File: config.mk
export PLATFORM = sky130hd
export DESIGN_NAME = lbm_density_render_flat
export DESIGN_NICKNAME = d
export VERILOG_FILES = /design/src/rtl/lbm_pkg.sv /design/src/rtl/lbm_density_render_if.sv /design/src/rtl/lbm_colormap.sv /design/src/rtl/lbm_density_render.sv /design/src/flat_wrapper.sv
export SDC_FILE = /design/constraint.sdc
export NUM_CORES = 1
export LEC_CHECK = 0
export ABC_AREA = 1
export CAP_MARGIN = 20
export CORE_MARGIN = 4
export CORE_UTILIZATION = 56
export DETAILED_ROUTE_END_ITERATION = 16
export HOLD_SLACK_MARGIN = 0.05
export PLACE_DENSITY = 0.82
export SLEW_MARGIN = 25
export SYNTH_ARGS = -nofsm -noshare
export SYNTH_HDL_FRONTEND = slang
export SYNTH_HIERARCHICAL = 1
export SYNTH_SLANG_ARGS = --single-unit
File: constraint.sdc
create_clock -name clk_in -period 3.1 [get_ports clk_in]
set_clock_uncertainty 0.15 [all_clocks]
set_input_delay 0.62 -clock clk_in [delete_from_list [all_inputs] [get_ports clk_in]]
set_output_delay 0.62 -clock clk_in [all_outputs]
set_load 0.1 [all_outputs]
File: src/rtl/lbm_pkg.sv
// Shared types and constants for the LBM lattice renderer.
// Populations, render modes, pipeline sideband and normalisation shift.
package lbm_pkg;

  localparam int unsigned NUM_DIR = 9;
  localparam int unsigned POP_W   = 8;
  localparam int unsigned DENS_W  = 12;
  localparam int unsigned MOM_W   = 11;

  localparam int unsigned DIR_C  = 0;
  localparam int unsigned DIR_N  = 1;
  localparam int unsigned DIR_NE = 2;
  localparam int unsigned DIR_E  = 3;
  localparam int unsigned DIR_SE = 4;
  localparam int unsigned DIR_S  = 5;
  localparam int unsigned DIR_SW = 6;
  localparam int unsigned DIR_W  = 7;
  localparam int unsigned DIR_NW = 8;

  typedef enum logic [1:0] {
    MODE_GREY = 2'd0,
    MODE_HEAT = 2'd1,
    MODE_F0   = 2'd2,
    MODE_MOMX = 2'd3
  } mode_t;

  typedef logic [NUM_DIR-1:0][POP_W-1:0] pops_t;

  // Sideband travelling with each pixel through the pipeline
  typedef struct packed {
    logic  in_lat;
    mode_t mode;
    logic  hsync;
    logic  vsync;
    logic  active_draw;
  } pix_ctl_t;

  // Right shift that brings the previous frame's peak density into 8 bits
  function automatic logic [2:0] norm_shift(input logic [DENS_W-1:0] max_v);
    logic [3:0] msb;
    msb = '0;
    for (int i = 0; i < int'(DENS_W); i++) begin
      if (max_v[i]) msb = 4'(i);
    end
    return (msb > 4'd7) ? 3'(msb - 4'd7) : 3'd0;
  endfunction

endpackage

File: src/rtl/lbm_density_render_if.sv
// Read-only port onto the lattice BRAM (two-cycle read latency).
interface lbm_density_render_if #(
  parameter int unsigned ADDR_W = 15
) ();
  logic [ADDR_W-1:0] addr;
  lbm_pkg::pops_t    data;

  modport master (output addr, input data);
  modport slave  (input addr, output data);
endinterface

File: src/rtl/lbm_colormap.sv
// Normalisation (stage 5) and colour mapping (stage 6) of per-cell lattice values.
// Both stages are registered; the stage-6 register drives the video outputs.
module lbm_colormap
  import lbm_pkg::*;
(
  input  logic                     clk_in,
  input  logic                     rst_in,
  input  pix_ctl_t                 ctl_in,
  input  logic [DENS_W-1:0]        dens_in,
  input  logic signed [MOM_W-1:0]  momx_in,
  input  logic [POP_W-1:0]         f0_in,
  input  logic [DENS_W-1:0]        max_prev_in,
  output logic [7:0]               red_out,
  output logic [7:0]               green_out,
  output logic [7:0]               blue_out,
  output logic                     hsync_out,
  output logic                     vsync_out,
  output logic                     active_draw_out
);

  logic [2:0]        shift_c;
  logic [DENS_W-1:0] shifted_c;
  logic [MOM_W-1:0]  mom_abs_c;
  logic [7:0]        pix_c, mag_c;

  always_comb begin
    shift_c   = norm_shift(max_prev_in);
    shifted_c = dens_in >> shift_c;
    pix_c     = (|shifted_c[DENS_W-1:8]) ? 8'hff : shifted_c[7:0];
    mom_abs_c = momx_in[MOM_W-1] ? MOM_W'(-momx_in) : MOM_W'(momx_in);
    mag_c     = (|mom_abs_c[MOM_W-1:8]) ? 8'hff : mom_abs_c[7:0];
  end

  pix_ctl_t   ctl5;
  logic [7:0] pix5, mag5, f05;
  logic       mpos5, mneg5;

  always_ff @(posedge clk_in or negedge rst_in) begin
    if (!rst_in) begin
      ctl5  <= '0;
      pix5  <= '0;
      mag5  <= '0;
      f05   <= '0;
      mpos5 <= 1'b0;
      mneg5 <= 1'b0;
    end else begin
      ctl5  <= ctl_in;
      pix5  <= pix_c;
      mag5  <= mag_c;
      f05   <= f0_in;
      mpos5 <= !momx_in[MOM_W-1] && (momx_in != '0);
      mneg5 <= momx_in[MOM_W-1];
    end
  end

  logic [7:0] r_c, g_c, b_c;

  always_comb begin
    r_c = '0;
    g_c = '0;
    b_c = '0;
    if (ctl5.in_lat) begin
      unique case (ctl5.mode)
        MODE_GREY: begin r_c = pix5; g_c = pix5; b_c = pix5; end
        MODE_HEAT: begin r_c = pix5; b_c = 8'hff - pix5; end
        MODE_F0:   begin r_c = f05; g_c = f05; b_c = f05; end
        MODE_MOMX: begin
          if (mpos5) r_c = mag5;
          if (mneg5) b_c = mag5;
        end
        default: ;
      endcase
    end
  end

  always_ff @(posedge clk_in or negedge rst_in) begin
    if (!rst_in) begin
      red_out         <= '0;
      green_out       <= '0;
      blue_out        <= '0;
      hsync_out       <= 1'b0;
      vsync_out       <= 1'b0;
      active_draw_out <= 1'b0;
    end else begin
      red_out         <= r_c;
      green_out       <= g_c;
      blue_out        <= b_c;
      hsync_out       <= ctl5.hsync;
      vsync_out       <= ctl5.vsync;
      active_draw_out <= ctl5.active_draw;
    end
  end

endmodule

File: src/rtl/lbm_density_render.sv
// Video-side lattice renderer: screen coordinates -> BRAM address -> RGB pixel.
// Six-stage pipeline; normalisation uses the previous frame's peak density.
module lbm_density_render
  import lbm_pkg::*;
#(
  parameter  int unsigned HPIXELS    = 160,
  parameter  int unsigned VPIXELS    = 120,
  parameter  int unsigned SCALE_LOG2 = 2,
  localparam int unsigned BRAM_SIZE  = $clog2(HPIXELS * VPIXELS)
) (
  input  logic                      clk_in,
  input  logic                      rst_in,
  input  logic [10:0]               hcount_in,
  input  logic [9:0]                vcount_in,
  input  logic                      hsync_in,
  input  logic                      vsync_in,
  input  logic                      active_draw_in,
  input  logic                      new_frame_in,
  input  logic [1:0]                mode_in,
  lbm_density_render_if.master      bram,
  output logic [7:0]                red_out,
  output logic [7:0]                green_out,
  output logic [7:0]                blue_out,
  output logic                      hsync_out,
  output logic                      vsync_out,
  output logic                      active_draw_out
);

  logic [10:0] cx_c;
  logic [9:0]  cy_c;
  logic        in_lat_c;

  always_comb begin
    cx_c     = hcount_in >> SCALE_LOG2;
    cy_c     = vcount_in >> SCALE_LOG2;
    in_lat_c = active_draw_in && (32'(cx_c) < HPIXELS) && (32'(cy_c) < VPIXELS);
  end

  logic [DENS_W-1:0]       dens_c;
  logic [9:0]              pos_c, neg_c;
  logic signed [MOM_W-1:0] momx_c;

  always_comb begin
    dens_c = '0;
    for (int i = 0; i < int'(NUM_DIR); i++) begin
      dens_c = dens_c + DENS_W'(bram.data[i]);
    end
    pos_c  = 10'(bram.data[DIR_E]) + 10'(bram.data[DIR_NE]) + 10'(bram.data[DIR_SE]);
    neg_c  = 10'(bram.data[DIR_W]) + 10'(bram.data[DIR_NW]) + 10'(bram.data[DIR_SW]);
    momx_c = $signed(MOM_W'(pos_c)) - $signed(MOM_W'(neg_c));
  end

  pix_ctl_t                s1, s2, s3, s4;
  logic [DENS_W-1:0]       dens4;
  logic signed [MOM_W-1:0] momx4;
  logic [POP_W-1:0]        f04;

  // Stage 1 address, sideband carried across the BRAM latency, stage 4 reduction
  always_ff @(posedge clk_in or negedge rst_in) begin
    if (!rst_in) begin
      bram.addr <= '0;
      s1        <= '0;
      s2        <= '0;
      s3        <= '0;
      s4        <= '0;
      dens4     <= '0;
      momx4     <= '0;
      f04       <= '0;
    end else begin
      if (in_lat_c) bram.addr <= BRAM_SIZE'(32'(cy_c) * HPIXELS + 32'(cx_c));
      s1    <= '{in_lat: in_lat_c, mode: mode_t'(mode_in), hsync: hsync_in,
                 vsync: vsync_in, active_draw: active_draw_in};
      s2    <= s1;
      s3    <= s2;
      s4    <= s3;
      dens4 <= dens_c;
      momx4 <= momx_c;
      f04   <= bram.data[DIR_C];
    end
  end

  logic [DENS_W-1:0] run_max, max_prev;

  // A stage-4 sample coinciding with the frame pulse belongs to the new frame
  always_ff @(posedge clk_in or negedge rst_in) begin
    if (!rst_in) begin
      run_max  <= '0;
      max_prev <= '0;
    end else if (new_frame_in) begin
      max_prev <= run_max;
      run_max  <= s4.in_lat ? dens4 : '0;
    end else if (s4.in_lat && (dens4 > run_max)) begin
      run_max  <= dens4;
    end
  end

  lbm_colormap u_colormap (
    .clk_in          (clk_in),
    .rst_in          (rst_in),
    .ctl_in          (s4),
    .dens_in         (dens4),
    .momx_in         (momx4),
    .f0_in           (f04),
    .max_prev_in     (max_prev),
    .red_out         (red_out),
    .green_out       (green_out),
    .blue_out        (blue_out),
    .hsync_out       (hsync_out),
    .vsync_out       (vsync_out),
    .active_draw_out (active_draw_out)
  );

endmodule

File: src/flat_wrapper.sv
// flat-port wrapper written by rule: the top's interface ports become plain ports
module lbm_density_render_flat import lbm_pkg::*;
#(
  parameter  int unsigned HPIXELS    = 160,
  parameter  int unsigned VPIXELS    = 120,
  parameter  int unsigned SCALE_LOG2 = 2,
  localparam int unsigned BRAM_SIZE  = $clog2(HPIXELS * VPIXELS)
)
  (clk_in, rst_in, hcount_in, vcount_in, hsync_in, vsync_in, active_draw_in, new_frame_in, mode_in, red_out, green_out, blue_out, hsync_out, vsync_out, active_draw_out, bram_addr, bram_data);
  lbm_density_render_if #(.ADDR_W(($clog2((160) * (120))))) bram_i ();
  input  logic clk_in;
  input  logic rst_in;
  input  logic [10:0] hcount_in;
  input  logic [9:0] vcount_in;
  input  logic hsync_in;
  input  logic vsync_in;
  input  logic active_draw_in;
  input  logic new_frame_in;
  input  logic [1:0] mode_in;
  output logic [7:0] red_out;
  output logic [7:0] green_out;
  output logic [7:0] blue_out;
  output logic hsync_out;
  output logic vsync_out;
  output logic active_draw_out;
  output wire logic [$bits(bram_i.addr)-1:0] bram_addr;
  input wire logic [$bits(bram_i.data)-1:0] bram_data;
  assign bram_addr = bram_i.addr;
  assign bram_i.data = bram_data;
  lbm_density_render #(.HPIXELS(HPIXELS), .VPIXELS(VPIXELS), .SCALE_LOG2(SCALE_LOG2)) u_core (.clk_in(clk_in), .rst_in(rst_in), .hcount_in(hcount_in), .vcount_in(vcount_in), .hsync_in(hsync_in), .vsync_in(vsync_in), .active_draw_in(active_draw_in), .new_frame_in(new_frame_in), .mode_in(mode_in), .bram(bram_i), .red_out(red_out), .green_out(green_out), .blue_out(blue_out), .hsync_out(hsync_out), .vsync_out(vsync_out), .active_draw_out(active_draw_out));
endmodule
After elaboration in Yosys (flattened, before gate mapping)
Index checks and enable logic that the tools add are counted.
{"block": "word_totals", "wordCells": 105, "rom_bits": 0, "latch_bits": 0, "register_bits": 153, "in_bits": 101, "out_inout_bits": 42, "n_memories": 0, "ram_bits": 0}
{"block": "op_classes", "reduce_logical": 11, "order_cmp": 4, "add_sub_neg": 17, "muxes": 26, "n_eq_ne": 3, "n_bitwise": 0, "mul": 1, "n_div": 0, "n_shift": 1}
{"cell": "$add 12x8->12", "count": 7}
{"cell": "$mux 8", "count": 7}
{"cell": "$mux 12", "count": 3}
{"cell": "$mux 4", "count": 8}
{"cell": "$pmux 8 s4", "count": 1}
{"cell": "$add 8x8->9", "count": 3}
{"cell": "$pmux 8 s3", "count": 1}
{"cell": "$add 10x8->10", "count": 2}
{"cell": "$pmux 8 s2", "count": 1}
{"cell": "$add 15x9->15", "count": 1}
{"cell": "$gt 12x12->1", "count": 1}
{"cell": "$shr 12x3->12", "count": 1}
{"cell": "$mux 11", "count": 1}
{"cell": "$neg 11->11", "count": 1}
{"cell": "$reduce_bool 11->1", "count": 1}
{"cell": "$sub 10x10->11", "count": 1}
{"cell": "$mul 8x3->10 const B", "count": 1}
{"cell": "$lt 9x8->1 const B", "count": 1}
{"cell": "$lt 8x7->1 const B", "count": 1}
{"cell": "$sub 8x8->8 const A", "count": 1}
{"cell": "$eq 2x2->1 const B", "count": 2}
{"cell": "$gt 4x3->1 const B", "count": 1}
{"cell": "$logic_and 1x1->1", "count": 4}
{"cell": "$mux 2", "count": 2}
{"cell": "other kinds (10)", "count": 10}

Logic depth before layout (Yosys ltp)
Gate-level depths: netlist of the first run.
{"block": "logic_depth", "depth_word": 16, "depth_mapped": 21, "depth_no_buf": 20}

By module
The synthesis of the first run kept the hierarchy.
{"mod": "lbm_density_render", "area_each_um2": 6859.1, "cells_per_inst": 696, "seq_area_each_um2": 2352.3, "instances": 1}
{"mod": "lbm_colormap", "area_each_um2": 2846.5, "cells_per_inst": 330, "seq_area_each_um2": 1476.4, "instances": 1}

Worst setup path before layout of the first run
OpenSTA, ideal clock, no wires.
{"block": "synth_timing", "kind": "input to register", "from": "in bram_data[2]", "to": "reg u_core.dens4[8]", "n_path_buf": 0, "arrival_time_ns": 3.898, "required_time_ns": 2.823, "setup_time_ns": 0.127, "cell_stages": 13, "slack_ns": -1.075, "cell_sequence": "inv_1 > fa_1 > inv_1 > fa_1 > fa_1 > fa_1 > ha_1 > fa_1 > nand3_1 > nand3_1 > a21oi_1 > o21ai_1 > xor2_1"}
{"block": "synth_between", "elab_chain_cells": 8}
{"element": "start, declared", "line": "flat_wrapper.sv:27", "rtl": "input wire logic [$bits(bram_i.data)-1:0] bram_data;"}
{"element": "$add 8x8->9", "line": "lbm_density_render.sv:46", "rtl": "dens_c = dens_c + DENS_W'(bram.data[i]);"}
{"element": "$add 12x8->12 (7 in series)", "line": "lbm_density_render.sv:46"}
{"element": "net u_core.dens_c[8]", "line": "lbm_density_render.sv:39", "rtl": "logic [DENS_W-1:0] dens_c;"}
{"element": "end signal, assigned", "line": "lbm_density_render.sv:76", "rtl": "dens4 <= dens_c;"}
{"element": "end, declared", "line": "lbm_density_render.sv:54", "rtl": "logic [DENS_W-1:0] dens4;"}
The timed path passes the listed nets, and every way through them passes these cells.
A chain may end at the register's enable or synchronous reset.

Final worst setup path of the first run
Same ends and word-level chain as after synthesis.

==> results_dict.tcl, run 1 <==
set metrics [dict create \
    fin_nets 1520 \
    tns_ns -8.158 \
    cts_root_buf "clkbuf_16" \
    cts_tree "done" \
    crit_type "primary input to flop" \
    yosysWarnings 6 \
    fp.dieW_um 139.4 \
    total_power_mw 14.04 \
    violations "setup timing" \
    timing.final.crit_period_ns 3.977 \
    drcViolationCount 0 \
    syn_nets 1266 \
    drive_gt1_share_pct 32.76 \
    initial_core_util_pct 57.71 \
    irDropWorstVdd_v 0.0007898 \
    fmax_ghz 0.2514 \
    rows 47 \
    clock_latency_ns 0.42 \
    hold_violations 0 \
    drtPass1Iterations 7 \
    worstMarginPinSlew_ns 0.5112 \
    antenna_found_initial 1 \
    io_buffer_count 138 \
    htreeDepth 4 \
    grt_pass1_vias 8351 \
    numCtsBuffers 17 \
    viasPerCell 5.290 \
    grt_usage_pct 25.66 \
    status "complete, but fails checks" \
    cts_buffer_depth 2 \
    top_level_ports 143 \
    num-fill-cells 996 \
    place.detailed.hpwl_um 17270 \
    cap_violations 0 \
    cp.required_ns 3.26 \
    wire_per_inst_um 16.94 \
    rsz0062_at_grt "true" \
    wl_um 25560 \
    die_area_mm2 0.01944 \
    dieHeight_um 139.4 \
    pwr_density_cell_mw_per_mm2 1073 \
    min_path_type "primary input to flop" \
    crit_fanout 3 \
    cp-start-kind "primary input" \
    setup-violations-final 18 \
    final_antenna_net_count 0 \
    coreArea_mm2 0.01676 \
    fin_crit_sh_pct 128.3 \
    vias 7983 \
    fin_ws_ns -0.8774 \
    gr-total-overflow 0 \
    syn_area_mm2 0.009672 \
    grt_first_pass_wirelength_um 40070 \
    worstPathArrival_ns 4.14 \
    p_leak_nw 6.642 \
    syn2layout_area_growth_pct 35.36 \
    report.final.slew_viol_count 0 \
    avgSynthCellArea_um2 9.454 \
    grt_start_max_net_pins 65 \
    path_clk_slew_ns 0.06 \
    timing.slew.headroom_pct 65.92 \
    critPathCaptureType "flop" \
    gp_congestion 0.9014 \
    cts_sinks 152 \
    syn_inst 1023 \
    drtIter0Drc 570 \
]
-- state kept, by name (all words and copies together) (netlist names), 11 cells and up --
name and cells:
u_core/max_prev 11, u_core/momx4 11, u_core/run_max 12, u_core/bram.addr 15, u_core/dens4 12
-- layout by cell type, fill, tap and decap left out, types with 20 or more instances in the layout --
master and instances:
fa_1 71, buf_2 23, buf_6 34, nand3_1 53
dfrtp_1 152, ha_1 40, inv_2 63, inv_1 166
clkdlybuf4s50_1 26, buf_4 138, nor2_1 38, nand2_1 157
nand2_2 20, o21ai_0 25, nand4_1 21, a21oi_1 34
-- layout make-up --
type / instances / area (um^2) / share of cell area, %
diodes: 1 / 2.502 / 0.01911
clock inverters: 11 / 220.2 / 1.682
inverters: 237 / 932.1 / 7.120
repair buffers: 255 / 2077 / 15.87
well taps: 220 / 275.3 / 2.103
clock buffers: 19 / 452.9 / 3.460
multi-input cells: 614 / 5328 / 40.70
flip-flops and latches: 152 / 3804 / 29.05
-- timing repair --
item	CTS	global route
hold buffers	1	0
endpoints found under the hold margin	47	0
pin swaps	95	91
gates resized for setup	290	84
endpoints found under the setup margin	19	18
buffers inserted	22	13
-- worst paths after layout --
| path | start | end | slack [ns] | cells after the start |
|---|---|---|---|---|
| worst min-delay path | bram_data[2] | u_core/f04[2] | 0.15 | 1 |
| max in group asynchronous | rst_in | u_core/max_prev[9] | 1.34 | 3 |
| worst min register to register | u_core/f04[0] | u_core/u_colormap/f05[0] | 0.19 | 0 |
| worst max register to register | u_core/max_prev[2] | u_core/u_colormap/pix5[7] | 0.36 | 19 |
| worst max-delay path | bram_data[2] | u_core/dens4[8] | -0.88 | 14 |
| min in group asynchronous | rst_in | u_core/u_colormap/f05[2] | 0.56 | 2 |
-- worst max-delay path, cell delays in order --
cell	delay (ns)
buf_8	0.07
inv_4	0.03
fa_1	0.55
inv_2	0.05
fa_1	0.58
fa_2	0.49
fa_1	0.58
ha_4	0.22
fa_2	0.35
nand3_2	0.11
nand3_4	0.08
a21oi_2	0.19
o21ai_2	0.07
xor2_1	0.14
-- routing by layer --
metal  up-vias  GRT usage (%)  part of all wire [%]
li1       3691              -                     -
met1      3847          28.99                    37
met4         0          10.76                   5.1
met3       115          4.631                   4.8
met5         -              0                     0
met2       330          47.56                    54
-- where the power goes --
part	switching, mW	internal (mW)	leakage, nW	total (mW)
sequential	0.363	2.45	1.85	2.82
clock	0.792	1.55	0.329	2.34
combinational	5.08	3.81	4.46	8.89
total	6.23	7.81	6.64	14.0
-- through the flow --
stage               cells  instance area (um^2)  hold WS (ns)  utilization [%]  setup WS [ns]
CTS                  1503                 12940        0.1643            77.24        -0.6856
global placement     1460                 12050        0.1826            71.88         -1.639
global route         1509                 13090        0.1397            78.11        -0.9130
finish               1509                 13090        0.1509            78.11        -0.8774
detailed placement   1460                 12050        0.1847            71.88         -1.665
floorplan            1023                  9848        0.1744                -        -0.9434
Note: power is estimated with default switching activity, not from simulation.
==> inputs of run 2 (changes only) <==
Settings changed: CORE_ASPECT_RATIO from default to 1.2.
==> run 2 against run 1 <==
Register-to-register slack improved by 0.05 ns. Critical path type unchanged. Non-clock buffer count shrank 11. The flow still finishes with violations (setup timing). Via count down 2.4%. Utilization decreased by 2.0 points. Sequential share of layout area is 0.49 points higher. Clock power fell by 17%. Final cell count decreased by 0.93%. Worst hold slack gained 0.027 ns. Sequential power hardly changed. First-iteration DRC count is 9.1% lower. Total power down 7.3%. Critical path depth stayed put.
==> results_dict.tcl, run 2 (synthesized netlist as in run 1, its figures left out) <==
set metrics [dict create \
    internal_power_mw 7.073 \
    ff_latch_area_mm2 0.003804 \
    die_area_mm2 0.01945 \
    setup.worst_path.start "bram_data[26]" \
    grt_pass1_vias 8290 \
    crit_fanout 3 \
    initial_core_util_pct 57.17 \
    fin_ws_ns -0.7749 \
    worstMarginPinSlew_ns 0.7848 \
    fmax_ghz 0.2581 \
    antenna_cells 0 \
    final_antenna_net_count 0 \
    drtIter0Drc 518 \
    drive_gt1_share_pct 30.88 \
    min_path_type "primary input to flop" \
    top_level_ports 143 \
    top_regs "u_core/bram.addr (15), u_core/dens4 (12), u_core/run_max (12)" \
    switching_share_pct 45.69 \
    cpMaxStageDelayCell "fa_1" \
    total_power_mw 13.02 \
    antenna_found_initial 0 \
    grt_usage_pct 24.30 \
    multiInputGateArea_mm2 0.005281 \
    dieHeight_um 152.0 \
    cap_violations 0 \
    report.final.slew_viol_count 0 \
    gp_congestion 0.9026 \
    layout_commonest_cell "inv_1" \
    wire_per_inst_um 15.64 \
    place.detailed.hpwl_um 17150 \
    htreeDepth 4 \
    cts_sinks 152 \
    pwr-share-comb_pct 63.5 \
    crit_type "primary input to flop" \
    clock_latency_ns 0.42 \
    slowest_delay_ns 0.58 \
    rsz0062_at_grt "true" \
    drtPass1Iterations 6 \
    viasPerCell 5.214 \
    io_buffer_count 138 \
    grt_first_pass_wirelength_um 38180 \
    hold_depth 1 \
    fin_crit_sh_pct 125.0 \
    vias 7795 \
    status "complete, but fails checks" \
    hold_violations 0 \
    reg2reg_depth 18 \
    net-switching-power_mw 5.950 \
    gr-total-overflow 0 \
    cts_tree "done" \
    grt_start_max_net_pins 63 \
    r2r-start "u_core/max_prev[3]" \
    hold_start "bram_data[2]" \
    fin_nets 1509 \
    irDropWorstVdd_v 0.0006852 \
    timing.final.crit_period_ns 3.875 \
    p_leak_nw 6.527 \
    cp.required_ns 3.25 \
    layout_common_cells "171 x inv_1, 161 x nand2_1, 152 x dfrtp_1" \
    pwr_density_cell_mw_per_mm2 1011 \
    numCtsBuffers 17 \
    coreArea_mm2 0.01692 \
    rows 52 \
    syn2layout_area_growth_pct 33.12 \
    crit_top_cell "fa_1" \
    critPathCaptureType "flop" \
    cp-start-kind "primary input" \
    crit_chain "buf_6 -> inv_2 -> fa_1 -> inv_1 -> fa_1 -> fa_1 -> fa_1 -> ha_2 -> fa_2 -> nand3_2 -> nand3_2 -> a21oi_2 -> o21ai_2 -> xor2_1" \
    path_clk_slew_ns 0.06 \
    violations "setup timing" \
    drcViolationCount 0 \
    clockPowerShare_pct 14.9 \
    top_register "u_core/bram.addr" \
    holdWs_ns 0.1784 \
    fp.dieW_um 128.0 \
    largest_register_ffs 15 \
    cts_buffer_depth 2 \
    wl_um 23380 \
    timing.slew.headroom_pct 47.48 \
    setup-violations-final 17 \
    worstPathArrival_ns 4.03 \
    num-fill-cells 1094 \
    pwr-share-seq_pct 21.6 \
    cts_root_buf "clkbuf_16" \
]
run 2: cell types whose count changed in the layout (fill, tap and decap cells not counted), moves of 3 or more:
cell | previous run | this run
buf_4 | 138 | 126
bufinv_16 | 6 | 0
clkbuf_2 | 14 | 8
clkdlybuf4s15_1 | 0 | 8
clkdlybuf4s50_1 | 26 | 23
inv_1 | 166 | 171
inv_2 | 63 | 58
inv_6 | 1 | 4
inv_8 | 3 | 6
nand2_1 | 157 | 161
nand2_4 | 8 | 5
run 2: per-stage QoR:
step                      TNS, ns  instances  instance area, um^2  setup slack (ns)  util, %
final                      -7.585       1495                12870           -0.7749    76.11
after global routing       -8.859       1495                12870           -0.8972    76.11
after CTS                  -6.006       1491                12710           -0.6868    75.15
after detailed placement   -24.65       1448                11980            -1.684    70.83
after global placement     -23.82       1448                11980            -1.644    70.83
after floorplan            -7.528       1023                 9848           -0.9434        -
run 2: critical path, delay by kind of cell:
family	cells	cell delay [ns]
adder cells (fa/ha/maj)	6	2.67
AO/OA/AOI/OAI	2	0.24
AND/OR/NAND/NOR	2	0.20
buffers and inverters	3	0.17
XOR/XNOR	1	0.13
run 2: layout make-up:
type                       instances  area share, %
multi-input combinational        614          41.02
sequential                       152          29.54
timing repair buffer             244          15.72
inverter                         237          7.240
clock buffer                      17          3.304
tap                              216          2.099
clock inverter                    15          1.069
run 2: worst paths after layout:
path                            slack (ns)                         to
worst max-delay path                 -0.77            u_core/dens4[8]
worst min-delay path                  0.18              u_core/f04[2]
worst max register to register        0.41  u_core/u_colormap/pix5[0]
worst min register to register        0.20               u_core/s2[5]
max in group asynchronous             1.41          u_core/run_max[3]
min in group asynchronous             0.58  u_core/u_colormap/mag5[2]
run 2: metal layers:
layer	global-route usage, %	up-vias	wire [um]
li1	-	3665	-
met1	27.69	3752	8278
met2	44.58	299	13080
met3	3.652	79	1117
met4	10.52	0	904
met5	0	-	0
run 2: repair_timing:
item | CTS | global route
pin swaps | 107 | 62
hold buffers | 1 | 0
buffers inserted | 15 | 8
resized for setup | 296 | 59
endpoints found under the setup margin | 19 | 17
endpoints found under the hold margin | 60 | 0
run 2: power by group through the flow:
stage / Sequential, mW / Combinational (mW) / Clock (mW)
2_1_floorplan: 3.15 / 4.45 / 0
3_3_place_gp: 2.82 / 6.57 / 0
3_5_place_dp: 2.83 / 6.83 / 0
4_1_cts: 2.80 / 7.57 / 1.98
5_1_grt: 2.86 / 9.03 / 2.07
6_report: 2.81 / 8.27 / 1.94
